==> src/rtl/l1v_istek_hakemi_if.sv <==
// Request/response bundle between a bus unit and the l1v data-cache port.
// The arbiter takes two bundles as slave (requesters) and drives one as master (l1v side).
interface l1v_istek_hakemi_if #(
    parameter int unsigned ADRES_BIT = 32,
    parameter int unsigned VERI_BIT  = 32
);
    logic [ADRES_BIT-1:0]  istek_adres;
    logic                  istek_gecerli;
    logic                  istek_yaz;
    logic                  istek_onbellekleme;
    logic [VERI_BIT-1:0]   istek_veri;
    logic [VERI_BIT/8-1:0] istek_maske;
    logic                  istek_hazir;
    logic [VERI_BIT-1:0]   veri;
    logic                  veri_gecerli;
    logic                  veri_hazir;

    modport master (
        output istek_adres, istek_gecerli, istek_yaz, istek_onbellekleme, istek_veri, istek_maske,
        input  istek_hazir,
        input  veri, veri_gecerli,
        output veri_hazir
    );

    modport slave (
        input  istek_adres, istek_gecerli, istek_yaz, istek_onbellekleme, istek_veri, istek_maske,
        output istek_hazir,
        output veri, veri_gecerli,
        input  veri_hazir
    );
endinterface

==> src/rtl/l1v_istek_hakemi.sv <==
// Two-requester arbiter for the l1v request/response port with in-order read ID routing.
// Define HAKEM_DONEN_ONCELIK_EN for round-robin contention; default is fixed p0 priority.
module l1v_istek_hakemi #(
    parameter int unsigned ADRES_BIT       = 32,
    parameter int unsigned VERI_BIT        = 32,
    parameter int unsigned KUYRUK_DERINLIK = 4
) (
    input  logic                clk_i,
    input  logic                rstn_i,
    l1v_istek_hakemi_if.slave   p0,
    l1v_istek_hakemi_if.slave   p1,
    l1v_istek_hakemi_if.master  l1v,
    output logic                hata_o
);
    localparam int unsigned IS_BIT  = $clog2(KUYRUK_DERINLIK);
    localparam int unsigned SAY_BIT = IS_BIT + 1;

    typedef enum logic {BOS, KILITLI} durum_e;

    durum_e               durum_q, durum_d;
    logic                 kilit_id_q, kilit_id_d;
    logic                 secim, secim_gecerli;
    logic                 uygun0, uygun1, dolu, bos;
    logic                 kabul, itme, cekme, bas_id;
    logic [IS_BIT-1:0]    yaz_ptr_q, oku_ptr_q;
    logic [SAY_BIT-1:0]   sayac_q;
    logic                 kuyruk_q [KUYRUK_DERINLIK];
    logic                 hata_q;
    logic [ADRES_BIT-1:0] sec_adres;
    logic [VERI_BIT-1:0]  sec_veri;
`ifdef HAKEM_DONEN_ONCELIK_EN
    logic                 oncelik_q;
`endif

    // Reads need a free ID slot; the registered count alone decides fullness.
    assign dolu   = (sayac_q == SAY_BIT'(KUYRUK_DERINLIK));
    assign bos    = (sayac_q == '0);
    assign uygun0 = p0.istek_gecerli & (p0.istek_yaz | ~dolu);
    assign uygun1 = p1.istek_gecerli & (p1.istek_yaz | ~dolu);

    // Grant selection and lock next-state.
    always_comb begin
        durum_d       = durum_q;
        kilit_id_d    = kilit_id_q;
        secim         = 1'b0;
        secim_gecerli = 1'b0;
        case (durum_q)
            BOS: begin
                secim_gecerli = uygun0 | uygun1;
`ifdef HAKEM_DONEN_ONCELIK_EN
                secim = uygun1 & (~uygun0 | oncelik_q);
`else
                secim = uygun1 & ~uygun0;
`endif
                if (secim_gecerli && !l1v.istek_hazir) begin
                    durum_d    = KILITLI;
                    kilit_id_d = secim;
                end
            end
            KILITLI: begin
                secim         = kilit_id_q;
                secim_gecerli = kilit_id_q ? uygun1 : uygun0;
                if (secim_gecerli && l1v.istek_hazir) durum_d = BOS;
            end
            default: durum_d = BOS;
        endcase
    end

    // Zero-latency request mux.
    assign sec_adres                = secim ? p1.istek_adres : p0.istek_adres;
    assign sec_veri                 = secim ? p1.istek_veri  : p0.istek_veri;
    assign l1v.istek_adres          = sec_adres;
    assign l1v.istek_veri           = sec_veri;
    assign l1v.istek_yaz            = secim ? p1.istek_yaz : p0.istek_yaz;
    assign l1v.istek_onbellekleme   = secim ? p1.istek_onbellekleme : p0.istek_onbellekleme;
    assign l1v.istek_maske          = secim ? p1.istek_maske : p0.istek_maske;
    assign l1v.istek_gecerli        = secim_gecerli;
    assign p0.istek_hazir           = secim_gecerli & ~secim & l1v.istek_hazir;
    assign p1.istek_hazir           = secim_gecerli &  secim & l1v.istek_hazir;

    assign kabul = secim_gecerli & l1v.istek_hazir;
    assign itme  = kabul & ~l1v.istek_yaz;

    // Response routing from the ID queue head; beats with no owner are drained.
    assign bas_id          = kuyruk_q[oku_ptr_q];
    assign p0.veri         = (!bos && !bas_id) ? l1v.veri : '0;
    assign p1.veri         = (!bos &&  bas_id) ? l1v.veri : '0;
    assign p0.veri_gecerli = ~bos & ~bas_id & l1v.veri_gecerli;
    assign p1.veri_gecerli = ~bos &  bas_id & l1v.veri_gecerli;
    assign l1v.veri_hazir  = bos ? l1v.veri_gecerli : (bas_id ? p1.veri_hazir : p0.veri_hazir);
    assign cekme           = ~bos & l1v.veri_gecerli & l1v.veri_hazir;
    assign hata_o          = hata_q;

    always_ff @(posedge clk_i or negedge rstn_i) begin
        if (!rstn_i) begin
            durum_q    <= BOS;
            kilit_id_q <= 1'b0;
        end else begin
            durum_q    <= durum_d;
            kilit_id_q <= kilit_id_d;
        end
    end

    always_ff @(posedge clk_i or negedge rstn_i) begin
        if (!rstn_i) begin
            yaz_ptr_q <= '0;
            oku_ptr_q <= '0;
            sayac_q   <= '0;
            hata_q    <= 1'b0;
            for (int i = 0; i < int'(KUYRUK_DERINLIK); i++) kuyruk_q[i] <= 1'b0;
        end else begin
            if (itme) begin
                kuyruk_q[yaz_ptr_q] <= secim;
                yaz_ptr_q           <= yaz_ptr_q + IS_BIT'(1);
            end
            if (cekme) oku_ptr_q <= oku_ptr_q + IS_BIT'(1);
            case ({itme, cekme})
                2'b10:   sayac_q <= sayac_q + SAY_BIT'(1);
                2'b01:   sayac_q <= sayac_q - SAY_BIT'(1);
                default: sayac_q <= sayac_q;
            endcase
            if (bos && l1v.veri_gecerli) hata_q <= 1'b1;
        end
    end

`ifdef HAKEM_DONEN_ONCELIK_EN
    // After each accepted request the other requester wins the next contention.
    always_ff @(posedge clk_i or negedge rstn_i) begin
        if (!rstn_i)    oncelik_q <= 1'b0;
        else if (kabul) oncelik_q <= ~secim;
    end
`endif
endmodule

==> src/flat_wrapper.sv <==
// flat-port wrapper written by rule: the top's interface ports become plain ports
module l1v_istek_hakemi_flat 
#(
    parameter int unsigned ADRES_BIT       = 32,
    parameter int unsigned VERI_BIT        = 32,
    parameter int unsigned KUYRUK_DERINLIK = 4
)
  (clk_i, rstn_i, hata_o, p0_istek_adres, p0_istek_gecerli, p0_istek_yaz, p0_istek_onbellekleme, p0_istek_veri, p0_istek_maske, p0_istek_hazir, p0_veri, p0_veri_gecerli, p0_veri_hazir, p1_istek_adres, p1_istek_gecerli, p1_istek_yaz, p1_istek_onbellekleme, p1_istek_veri, p1_istek_maske, p1_istek_hazir, p1_veri, p1_veri_gecerli, p1_veri_hazir, l1v_istek_adres, l1v_istek_gecerli, l1v_istek_yaz, l1v_istek_onbellekleme, l1v_istek_veri, l1v_istek_maske, l1v_istek_hazir, l1v_veri, l1v_veri_gecerli, l1v_veri_hazir);
  l1v_istek_hakemi_if #(.ADRES_BIT(ADRES_BIT), .VERI_BIT(VERI_BIT)) p0_i ();
  l1v_istek_hakemi_if #(.ADRES_BIT(ADRES_BIT), .VERI_BIT(VERI_BIT)) p1_i ();
  l1v_istek_hakemi_if #(.ADRES_BIT(ADRES_BIT), .VERI_BIT(VERI_BIT)) l1v_i ();
  input  logic clk_i;
  input  logic rstn_i;
  output logic hata_o;
  input wire logic [$bits(p0_i.istek_adres)-1:0] p0_istek_adres;
  input wire logic [$bits(p0_i.istek_gecerli)-1:0] p0_istek_gecerli;
  input wire logic [$bits(p0_i.istek_yaz)-1:0] p0_istek_yaz;
  input wire logic [$bits(p0_i.istek_onbellekleme)-1:0] p0_istek_onbellekleme;
  input wire logic [$bits(p0_i.istek_veri)-1:0] p0_istek_veri;
  input wire logic [$bits(p0_i.istek_maske)-1:0] p0_istek_maske;
  output wire logic [$bits(p0_i.istek_hazir)-1:0] p0_istek_hazir;
  output wire logic [$bits(p0_i.veri)-1:0] p0_veri;
  output wire logic [$bits(p0_i.veri_gecerli)-1:0] p0_veri_gecerli;
  input wire logic [$bits(p0_i.veri_hazir)-1:0] p0_veri_hazir;
  input wire logic [$bits(p1_i.istek_adres)-1:0] p1_istek_adres;
  input wire logic [$bits(p1_i.istek_gecerli)-1:0] p1_istek_gecerli;
  input wire logic [$bits(p1_i.istek_yaz)-1:0] p1_istek_yaz;
  input wire logic [$bits(p1_i.istek_onbellekleme)-1:0] p1_istek_onbellekleme;
  input wire logic [$bits(p1_i.istek_veri)-1:0] p1_istek_veri;
  input wire logic [$bits(p1_i.istek_maske)-1:0] p1_istek_maske;
  output wire logic [$bits(p1_i.istek_hazir)-1:0] p1_istek_hazir;
  output wire logic [$bits(p1_i.veri)-1:0] p1_veri;
  output wire logic [$bits(p1_i.veri_gecerli)-1:0] p1_veri_gecerli;
  input wire logic [$bits(p1_i.veri_hazir)-1:0] p1_veri_hazir;
  output wire logic [$bits(l1v_i.istek_adres)-1:0] l1v_istek_adres;
  output wire logic [$bits(l1v_i.istek_gecerli)-1:0] l1v_istek_gecerli;
  output wire logic [$bits(l1v_i.istek_yaz)-1:0] l1v_istek_yaz;
  output wire logic [$bits(l1v_i.istek_onbellekleme)-1:0] l1v_istek_onbellekleme;
  output wire logic [$bits(l1v_i.istek_veri)-1:0] l1v_istek_veri;
  output wire logic [$bits(l1v_i.istek_maske)-1:0] l1v_istek_maske;
  input wire logic [$bits(l1v_i.istek_hazir)-1:0] l1v_istek_hazir;
  input wire logic [$bits(l1v_i.veri)-1:0] l1v_veri;
  input wire logic [$bits(l1v_i.veri_gecerli)-1:0] l1v_veri_gecerli;
  output wire logic [$bits(l1v_i.veri_hazir)-1:0] l1v_veri_hazir;
  assign p0_i.istek_adres = p0_istek_adres;
  assign p0_i.istek_gecerli = p0_istek_gecerli;
  assign p0_i.istek_yaz = p0_istek_yaz;
  assign p0_i.istek_onbellekleme = p0_istek_onbellekleme;
  assign p0_i.istek_veri = p0_istek_veri;
  assign p0_i.istek_maske = p0_istek_maske;
  assign p0_istek_hazir = p0_i.istek_hazir;
  assign p0_veri = p0_i.veri;
  assign p0_veri_gecerli = p0_i.veri_gecerli;
  assign p0_i.veri_hazir = p0_veri_hazir;
  assign p1_i.istek_adres = p1_istek_adres;
  assign p1_i.istek_gecerli = p1_istek_gecerli;
  assign p1_i.istek_yaz = p1_istek_yaz;
  assign p1_i.istek_onbellekleme = p1_istek_onbellekleme;
  assign p1_i.istek_veri = p1_istek_veri;
  assign p1_i.istek_maske = p1_istek_maske;
  assign p1_istek_hazir = p1_i.istek_hazir;
  assign p1_veri = p1_i.veri;
  assign p1_veri_gecerli = p1_i.veri_gecerli;
  assign p1_i.veri_hazir = p1_veri_hazir;
  assign l1v_istek_adres = l1v_i.istek_adres;
  assign l1v_istek_gecerli = l1v_i.istek_gecerli;
  assign l1v_istek_yaz = l1v_i.istek_yaz;
  assign l1v_istek_onbellekleme = l1v_i.istek_onbellekleme;
  assign l1v_istek_veri = l1v_i.istek_veri;
  assign l1v_istek_maske = l1v_i.istek_maske;
  assign l1v_i.istek_hazir = l1v_istek_hazir;
  assign l1v_i.veri = l1v_veri;
  assign l1v_i.veri_gecerli = l1v_veri_gecerli;
  assign l1v_veri_hazir = l1v_i.veri_hazir;
  l1v_istek_hakemi #(.ADRES_BIT(ADRES_BIT), .VERI_BIT(VERI_BIT), .KUYRUK_DERINLIK(KUYRUK_DERINLIK)) u_core (.clk_i(clk_i), .rstn_i(rstn_i), .p0(p0_i), .p1(p1_i), .l1v(l1v_i), .hata_o(hata_o));
endmodule
==> config.mk <==
export PLATFORM = sky130hd
export DESIGN_NAME = l1v_istek_hakemi_flat
export DESIGN_NICKNAME = d
export VERILOG_FILES = /design/src/rtl/l1v_istek_hakemi_if.sv /design/src/rtl/l1v_istek_hakemi.sv /design/src/flat_wrapper.sv
export SDC_FILE = /design/constraint.sdc
export NUM_CORES = 1
export LEC_CHECK = 0
export BUFFER_PORTS_ARGS = -buffer_cell sky130_fd_sc_hd__buf_2
export CAP_MARGIN = 5
export CORE_AREA = 5 5 123 125
export CTS_BUF_LIST = sky130_fd_sc_hd__clkbuf_2 sky130_fd_sc_hd__clkbuf_4 sky130_fd_sc_hd__clkbuf_8
export DETAILED_ROUTE_END_ITERATION = 8
export DIE_AREA = 0 0 128 130
export SLEW_MARGIN = 10
export SYNTH_ARGS = -nofsm -noshare
export SYNTH_HDL_FRONTEND = slang
export SYNTH_SLANG_ARGS = --single-unit
==> constraint.sdc <==
create_clock -name clk_i -period 3.7 [get_ports clk_i]
set_clock_uncertainty 0.1 [all_clocks]
set_input_delay 0.37 -clock clk_i [delete_from_list [all_inputs] [get_ports clk_i]]
set_output_delay 0.37 -clock clk_i [all_outputs]
set_load 0.03 [all_outputs]
==> results.json, run 1 <==
{
  "cts_buffers": 3,
  "crit_fanout": 77,
  "p_clk_frac": 0.052,
  "synth_edf_count": 0,
  "syn_avg_cell_area_um2": 9.34,
  "r2r_slack_ps": 670,
  "stdcell_area_um2": 4100,
  "pwr_density_cell_nw_per_um2": 709,
  "synth.distinct_cells": 34,
  "setup-tns-final_ps": 0,
  "slew_headroom": 0.691,
  "crit_chain": "or4b_4, and2_4, o31a_2, buf_12, mux2_2, buf_2",
  "worstMarginPinSlew_ps": 464,
  "core_um2": 13800,
  "layout-drive-gt1-share": 0.738,
  "power.total_mw": 2.91,
  "ys.flop_type": "dfrtp_1",
  "vdd_ir_drop_max_uv": 404,
  "crit_arrival_ps": 2620,
  "rsz0062_at_grt": "no",
  "setup_viol": 0,
  "syn-num-nets": 429,
  "fillers": 1493,
  "drcViolationCount": 0,
  "globalRouteTotalUtil": 0.109,
  "rr_startpoint": "u_core.sayac_q[1]$_DFFE_PN0P_",
  "cp.buffers_inverters": 2,
  "power.leakage_nw": 2.44,
  "min_from": "l1v_istek_hazir",
  "root_buffer": "clkbuf_8",
  "layout_setup_ws_ps": 606,
  "globalplace.congestion": 0.814,
  "io_pins": 321,
  "max_freq_mhz": 323,
  "r2r_cells": 11,
  "dr.first_iter.drc_count": 124,
  "die_w_um": 128,
  "grt_pass1_wl_um": 14800,
  "nets": 740,
  "intPower_mw": 1.24,
  "maxCapViolCount": 0,
  "area_growth_pct": 80.5,
  "top_usage_layer": "met2",
  "antenna_found_initial": 2,
  "rr_endpoint": "u_core.sayac_q[2]$_DFFE_PN0P_",
  "grt_use_met1": 0.141,
  "crit_type": "reg2out",
  "clock_latency_ps": 250,
  "ant_nets": 0,
  "status": "complete, no violations",
  "critical_path.top_delay_family": "simple AND/OR/NAND/NOR gates",
  "multi_input_area_um2": 1750,
  "seq_area_um2": 350,
  "power.share.switching": 0.573,
  "crit_path_top_delay_cell": "or4b_4",
  "cts_max_path_buffers": 2,
  "num_vias": 2967,
  "grt_overflow": 0,
  "endpoint_kind": "primary output",
  "post-place-ws_ps": 593,
  "min_to": "u_core.durum_q$_DFF_PN0_",
  "routed_wl_um": 11000,
  "portBuffers": 320,
  "drv_slew": 0,
  "p_seq_frac": 0.094,
  "worstHoldPathCells": 2,
  "holdWs_ps": 234,
  "postCtsSetupBuffers": 0,
  "synth_warnings": 0,
  "chipHeight_um": 130,
  "fin_crit_sh": 0.836,
  "num_rows": 43,
  "grt_pass1_vias": 2771,
  "grt_util_met3": 0.0258,
  "netlist_area_um2": 2270,
  "synth_seq_cells": 14,
  "finalHoldViolCount": 0,
  "max_stage_delay_ps": 550,
  "placed_area_um2": 4030,
  "start_kind": "register",
  "synth_seq_area_share": 0.154,
  "use_met2": 0.192,
  "wire_per_inst_um": 14.9,
  "path_clk_slew_ps": 60,
  "fin_crit_ps": 3090,
  "viasPerCell": 4.04,
  "grt_max_degree": 78,
  "worstPathRequired_ps": 3230,
  "hpwl_um": 9660,
  "htreeDepth": 1,
  "initial_core_util": 0.165,
  "hp-class": "in2reg",
  "async_flop_share": 1.00,
  "comb_power_share": 0.854,
  "synth_cells": 243,
  "cts_tree": "yes",
  "p_switching_mw": 1.66,
  "firstDrtPassIters": 4,
  "dieArea_um2": 16600,
  "cts.sinks": 14
}
## area by class of cell
cell class	instances	area share
Clock buffer	4	0.0134
Antenna cell	1	0.000611
Timing Repair Buffer	326	0.405
Tap cell	180	0.0550
Multi-Input combinational cell	196	0.428
Inverter	13	0.0119
Sequential cell	14	0.0855
## worst reg2reg max path, stage by stage, from the launching register on
cell and delay (ps):
dfrtp_1 430, or4b_4 550, and2_4 180, o31a_2 360, o221a_4 290, inv_1 60
ha_1 170, inv_1 60, fa_1 370, xor2_1 150, nor2_1 110, xor2_1 150
## cells in the mapped netlist (3+ instances only)
cell type	count	share of area
and3_1	33	0.091
xor2_1	3	0.012
buf_2	4	0.0088
nor2_1	6	0.0099
ha_1	5	0.028
clkbuf_1	11	0.018
dfrtp_1	14	0.15
and2_1	33	0.091
mux2_2	46	0.23
buf_6	5	0.025
a31o_2	3	0.012
xnor2_1	3	0.012
mux2_4	24	0.16
inv_1	13	0.022
a31oi_1	5	0.014
nand2_1	7	0.012
a21oi_1	6	0.013
## per-stage QoR
step                       util  instances
after global routing      0.298        734
after CTS                 0.297        733
after floorplan               -        243
after global placement    0.293        728
final                     0.298        734
after detailed placement  0.293        728
## power by group through the flow
stage	Sequential (mW)	Clock, mW	Combinational, mW
6_report	0.274	0.151	2.48
5_1_grt	0.286	0.164	2.63
4_1_cts	0.274	0.157	2.50
3_5_place_dp	0.276	0	2.50
3_3_place_gp	0.274	0	2.50
2_1_floorplan	0.262	0	1.91
## layer usage
metal | part of all wire | routed length, um
met5 | 0.00064 | 7
met4 | 0.0035 | 38
met3 | 0.065 | 713
met2 | 0.53 | 5800
met1 | 0.40 | 4410
## flip-flops by register name, indices dropped and copies added, names as in the netlist
signal	count
u_core.kuyruk_q	4
u_core.durum_q	1
u_core.hata_o	1
u_core.kilit_id_q	1
u_core.yaz_ptr_q	2
u_core.sayac_q	3
u_core.oku_ptr_q	2
## worst max path at each step
stage,startpoint,to,slack (ps),depth (start not counted)
3_5_place_dp,p0_istek_yaz,u_core.sayac_q[2]$_DFFE_PN0P_,590,12
4_1_cts,u_core.sayac_q[1]$_DFFE_PN0P_,l1v_istek_veri[31],630,6
3_3_place_gp,p0_istek_yaz,u_core.sayac_q[2]$_DFFE_PN0P_,620,12
5_1_grt,u_core.sayac_q[1]$_DFFE_PN0P_,u_core.sayac_q[2]$_DFFE_PN0P_,470,11
6_report,u_core.sayac_q[1]$_DFFE_PN0P_,l1v_istek_adres[19],610,6
2_1_floorplan,u_core.sayac_q[1]$_DFFE_PN0P_,u_core.sayac_q[2]$_DFFE_PN0P_,750,12
## what timing repair did
item	CTS	global route
hold endpoints to repair	14	0
hold buffers	1	0
gates resized for setup	0	0
## placed cells by master (no fill, tap or decap), types with 2 or more instances in the layout
cell type,netlist,layout
nor3_1,2,2
nor2_1,6,6
mux2_2,46,46
inv_1,13,13
buf_4,0,4
nor2b_1,2,2
buf_2,4,320
a31oi_1,5,5
or4b_4,2,2
a21oi_1,6,6
dfrtp_1,14,14
a31o_2,3,3
ha_1,5,5
nand2_1,7,7
xnor2_1,3,3
and3_1,33,33
clkbuf_8,0,4
and2_1,33,33
mux2_4,24,24
o21ai_0,2,2
a211oi_1,2,2
xor2_1,3,3
## logic make-up after synthesis
group,synth area share
simple gates,0.236
mux,0.401
buf+inv,0.0733
compound gates,0.0755
flops,0.154
xor+xnor,0.0232
fa+ha+maj,0.0364
(Power assumes the default switching activity.)
==> run 2, diff against run 1 <==
--- a/config.mk
+++ b/config.mk
@@ -7,10 +7,10 @@
 export LEC_CHECK = 0
 export BUFFER_PORTS_ARGS = -buffer_cell sky130_fd_sc_hd__buf_2
 export CAP_MARGIN = 5
-export CORE_AREA = 5 5 123 125
+export CORE_AREA = 5 5 122 124
 export CTS_BUF_LIST = sky130_fd_sc_hd__clkbuf_2 sky130_fd_sc_hd__clkbuf_4 sky130_fd_sc_hd__clkbuf_8
 export DETAILED_ROUTE_END_ITERATION = 8
-export DIE_AREA = 0 0 128 130
+export DIE_AREA = 0 0 127 129
 export SLEW_MARGIN = 10
 export SYNTH_ARGS = -nofsm -noshare
 export SYNTH_HDL_FRONTEND = slang
==> constraint.sdc (replaced) <==
create_clock -name clk_i -period 2.7 [get_ports clk_i]
set_clock_uncertainty 0.1 [all_clocks]
set_input_delay 0.27 -clock clk_i [delete_from_list [all_inputs] [get_ports clk_i]]
set_output_delay 0.27 -clock clk_i [all_outputs]
set_load 0.03 [all_outputs]
==> results.json, run 2 (synthesis gave the netlist of run 1 again) <==
{
  "routed_wl_um": 13100,
  "hpwl_um": 9480,
  "viasPerCell": 4.13,
  "crit_path_top_delay_cell": "or4b_4",
  "status": "finished with violations",
  "mostFrequentLayoutCell": "buf_2",
  "nets": 768,
  "slew_headroom": 0.779,
  "chipHeight_um": 129,
  "antenna_found_initial": 0,
  "worstMarginPinSlew_ps": 331,
  "globalplace.congestion": 0.779,
  "reg_top3": "u_core.kuyruk_q x4, u_core.sayac_q x3",
  "regMostFlops": "u_core.kuyruk_q",
  "violations": "setup timing",
  "cts.sinks": 14,
  "power.total_mw": 5.64,
  "setup-tns-final_ps": -5380,
  "vdd_ir_drop_max_uv": 566,
  "max_freq_mhz": 355,
  "globalRouteTotalUtil": 0.129,
  "p_switching_mw": 2.75,
  "grt_overflow": 0,
  "wire_per_inst_um": 17.2,
  "io_pins": 321,
  "crit_type": "reg2out",
  "hp-class": "in2reg",
  "comb_power_share": 0.898,
  "start_kind": "register",
  "initial_core_util": 0.166,
  "layout_setup_ws_ps": -113,
  "portBuffers": 320,
  "mostFrequentLayoutCells": "buf_2, buf_6, mux2_4, and3_1, and2_1",
  "grt_max_degree": 36,
  "num_rows": 43,
  "die_w_um": 127,
  "htreeDepth": 1,
  "power.share.switching": 0.487,
  "grt_pass1_vias": 3258,
  "cts_buffers": 3,
  "clock_latency_ps": 250,
  "path_clk_slew_ps": 60,
  "p_clk_frac": 0.037,
  "pwr_density_cell_nw_per_um2": 1080,
  "crit_fanout": 7,
  "worstPathRequired_ps": 2330,
  "largest_reg_flops": 4,
  "area_growth_pct": 131,
  "crit_chain": "or4b_4, and2_4, o31a_4, clkbuf_16, buf_16, mux2_4, buf_6",
  "antenna_cells": 0,
  "maxCapViolCount": 0,
  "intPower_mw": 2.89,
  "grt_pass1_wl_um": 17300,
  "cts_tree": "yes",
  "power.leakage_nw": 3.06,
  "endpoint_kind": "primary output",
  "drv_slew": 0,
  "drcViolationCount": 0,
  "setup_viol": 72,
  "core_um2": 13700,
  "p_seq_frac": 0.065,
  "cts_max_path_buffers": 2,
  "dieArea_um2": 16400,
  "root_buffer": "clkbuf_8",
  "fin_crit_ps": 2810,
  "crit_arrival_ps": 2440,
  "dr.first_iter.drc_count": 195,
  "finalHoldViolCount": 0,
  "firstDrtPassIters": 4,
  "ant_nets": 0,
  "layout-drive-gt1-share": 0.773,
  "rsz0062_at_grt": "yes",
  "num_vias": 3146,
  "max_stage_delay_ps": 520,
  "fin_crit_sh": 1.04
}
-- run 2: final cells by class --
cell class,count,area (um^2)
Clock buffer,4,55.1
Fill cell,1369,8430
Inverter,13,48.8
Multi-Input combinational cell,196,2010
Sequential cell,14,350
Tap cell,180,225
Timing Repair Buffer,354,2550
-- run 2: timing repair --
item	4_1_cts	5_1_grt
gates resized for setup	161	60
pin swaps	8	6
hold buffers	1	0
setup endpoints to repair	68	88
buffers inserted	1	5
gates cloned	4	5
hold endpoints to repair	14	0
-- run 2: worst paths after layout --
check                                              start                               to  slack, ps  cells after the start
setup / recovery           u_core.sayac_q[1]$_DFFE_PN0P_                l1v_istek_veri[2]       -110                      7
setup reg to reg           u_core.sayac_q[1]$_DFFE_PN0P_    u_core.sayac_q[2]$_DFFE_PN0P_       -100                     11
max in group asynchronous                         rstn_i  u_core.yaz_ptr_q[1]$_DFFE_PN0P_       1890                      2
min in group asynchronous                         rstn_i    u_core.sayac_q[2]$_DFFE_PN0P_        360                      2
hold / removal                           l1v_istek_hazir         u_core.durum_q$_DFF_PN0_        150                      2
hold reg to reg                u_core.hata_o$_DFFE_PN0P_        u_core.hata_o$_DFFE_PN0P_        360                      1
-- run 2: layer usage --
layer  share of wire  track usage
met3           0.077       0.0419
met5               0            0
met4          0.0063       0.0114
met1            0.41        0.164
met2            0.50        0.222
-- run 2: worst max-delay path, delay by kind of cell, from the launching register on --
| kind | cells | cell delay, ps |
|---|---|---|
| buffers and inverters | 3 | 480 |
| AOI/OAI and AO/OA | 1 | 320 |
| DFF | 1 | 380 |
| muxes | 1 | 320 |
| and+or+nand+nor | 2 | 680 |
-- run 2: metrics by stage --
stage	hold WS (ps)	setup WS [ps]	instances	instance area [um^2]	util
floorplan	-126	-176	243	2280	-
global placement	92.2	-80.6	741	4140	0.303
detailed placement	91.2	-91.7	741	4140	0.303
CTS	137	-145	751	4830	0.354
global route	162	-268	761	5240	0.383
finish	145	-113	761	5240	0.383
-- run 2: power groups by stage --
| stage | clock network (mW) | logic [mW] | registers (mW) |
|---|---|---|---|
| after floorplan | 0 | 2.64 | 0.359 |
| after global placement | 0 | 3.56 | 0.362 |
| after detailed placement | 0 | 3.57 | 0.364 |
| after CTS | 0.217 | 4.46 | 0.362 |
| after global routing | 0.225 | 5.31 | 0.380 |
| final | 0.211 | 5.06 | 0.364 |
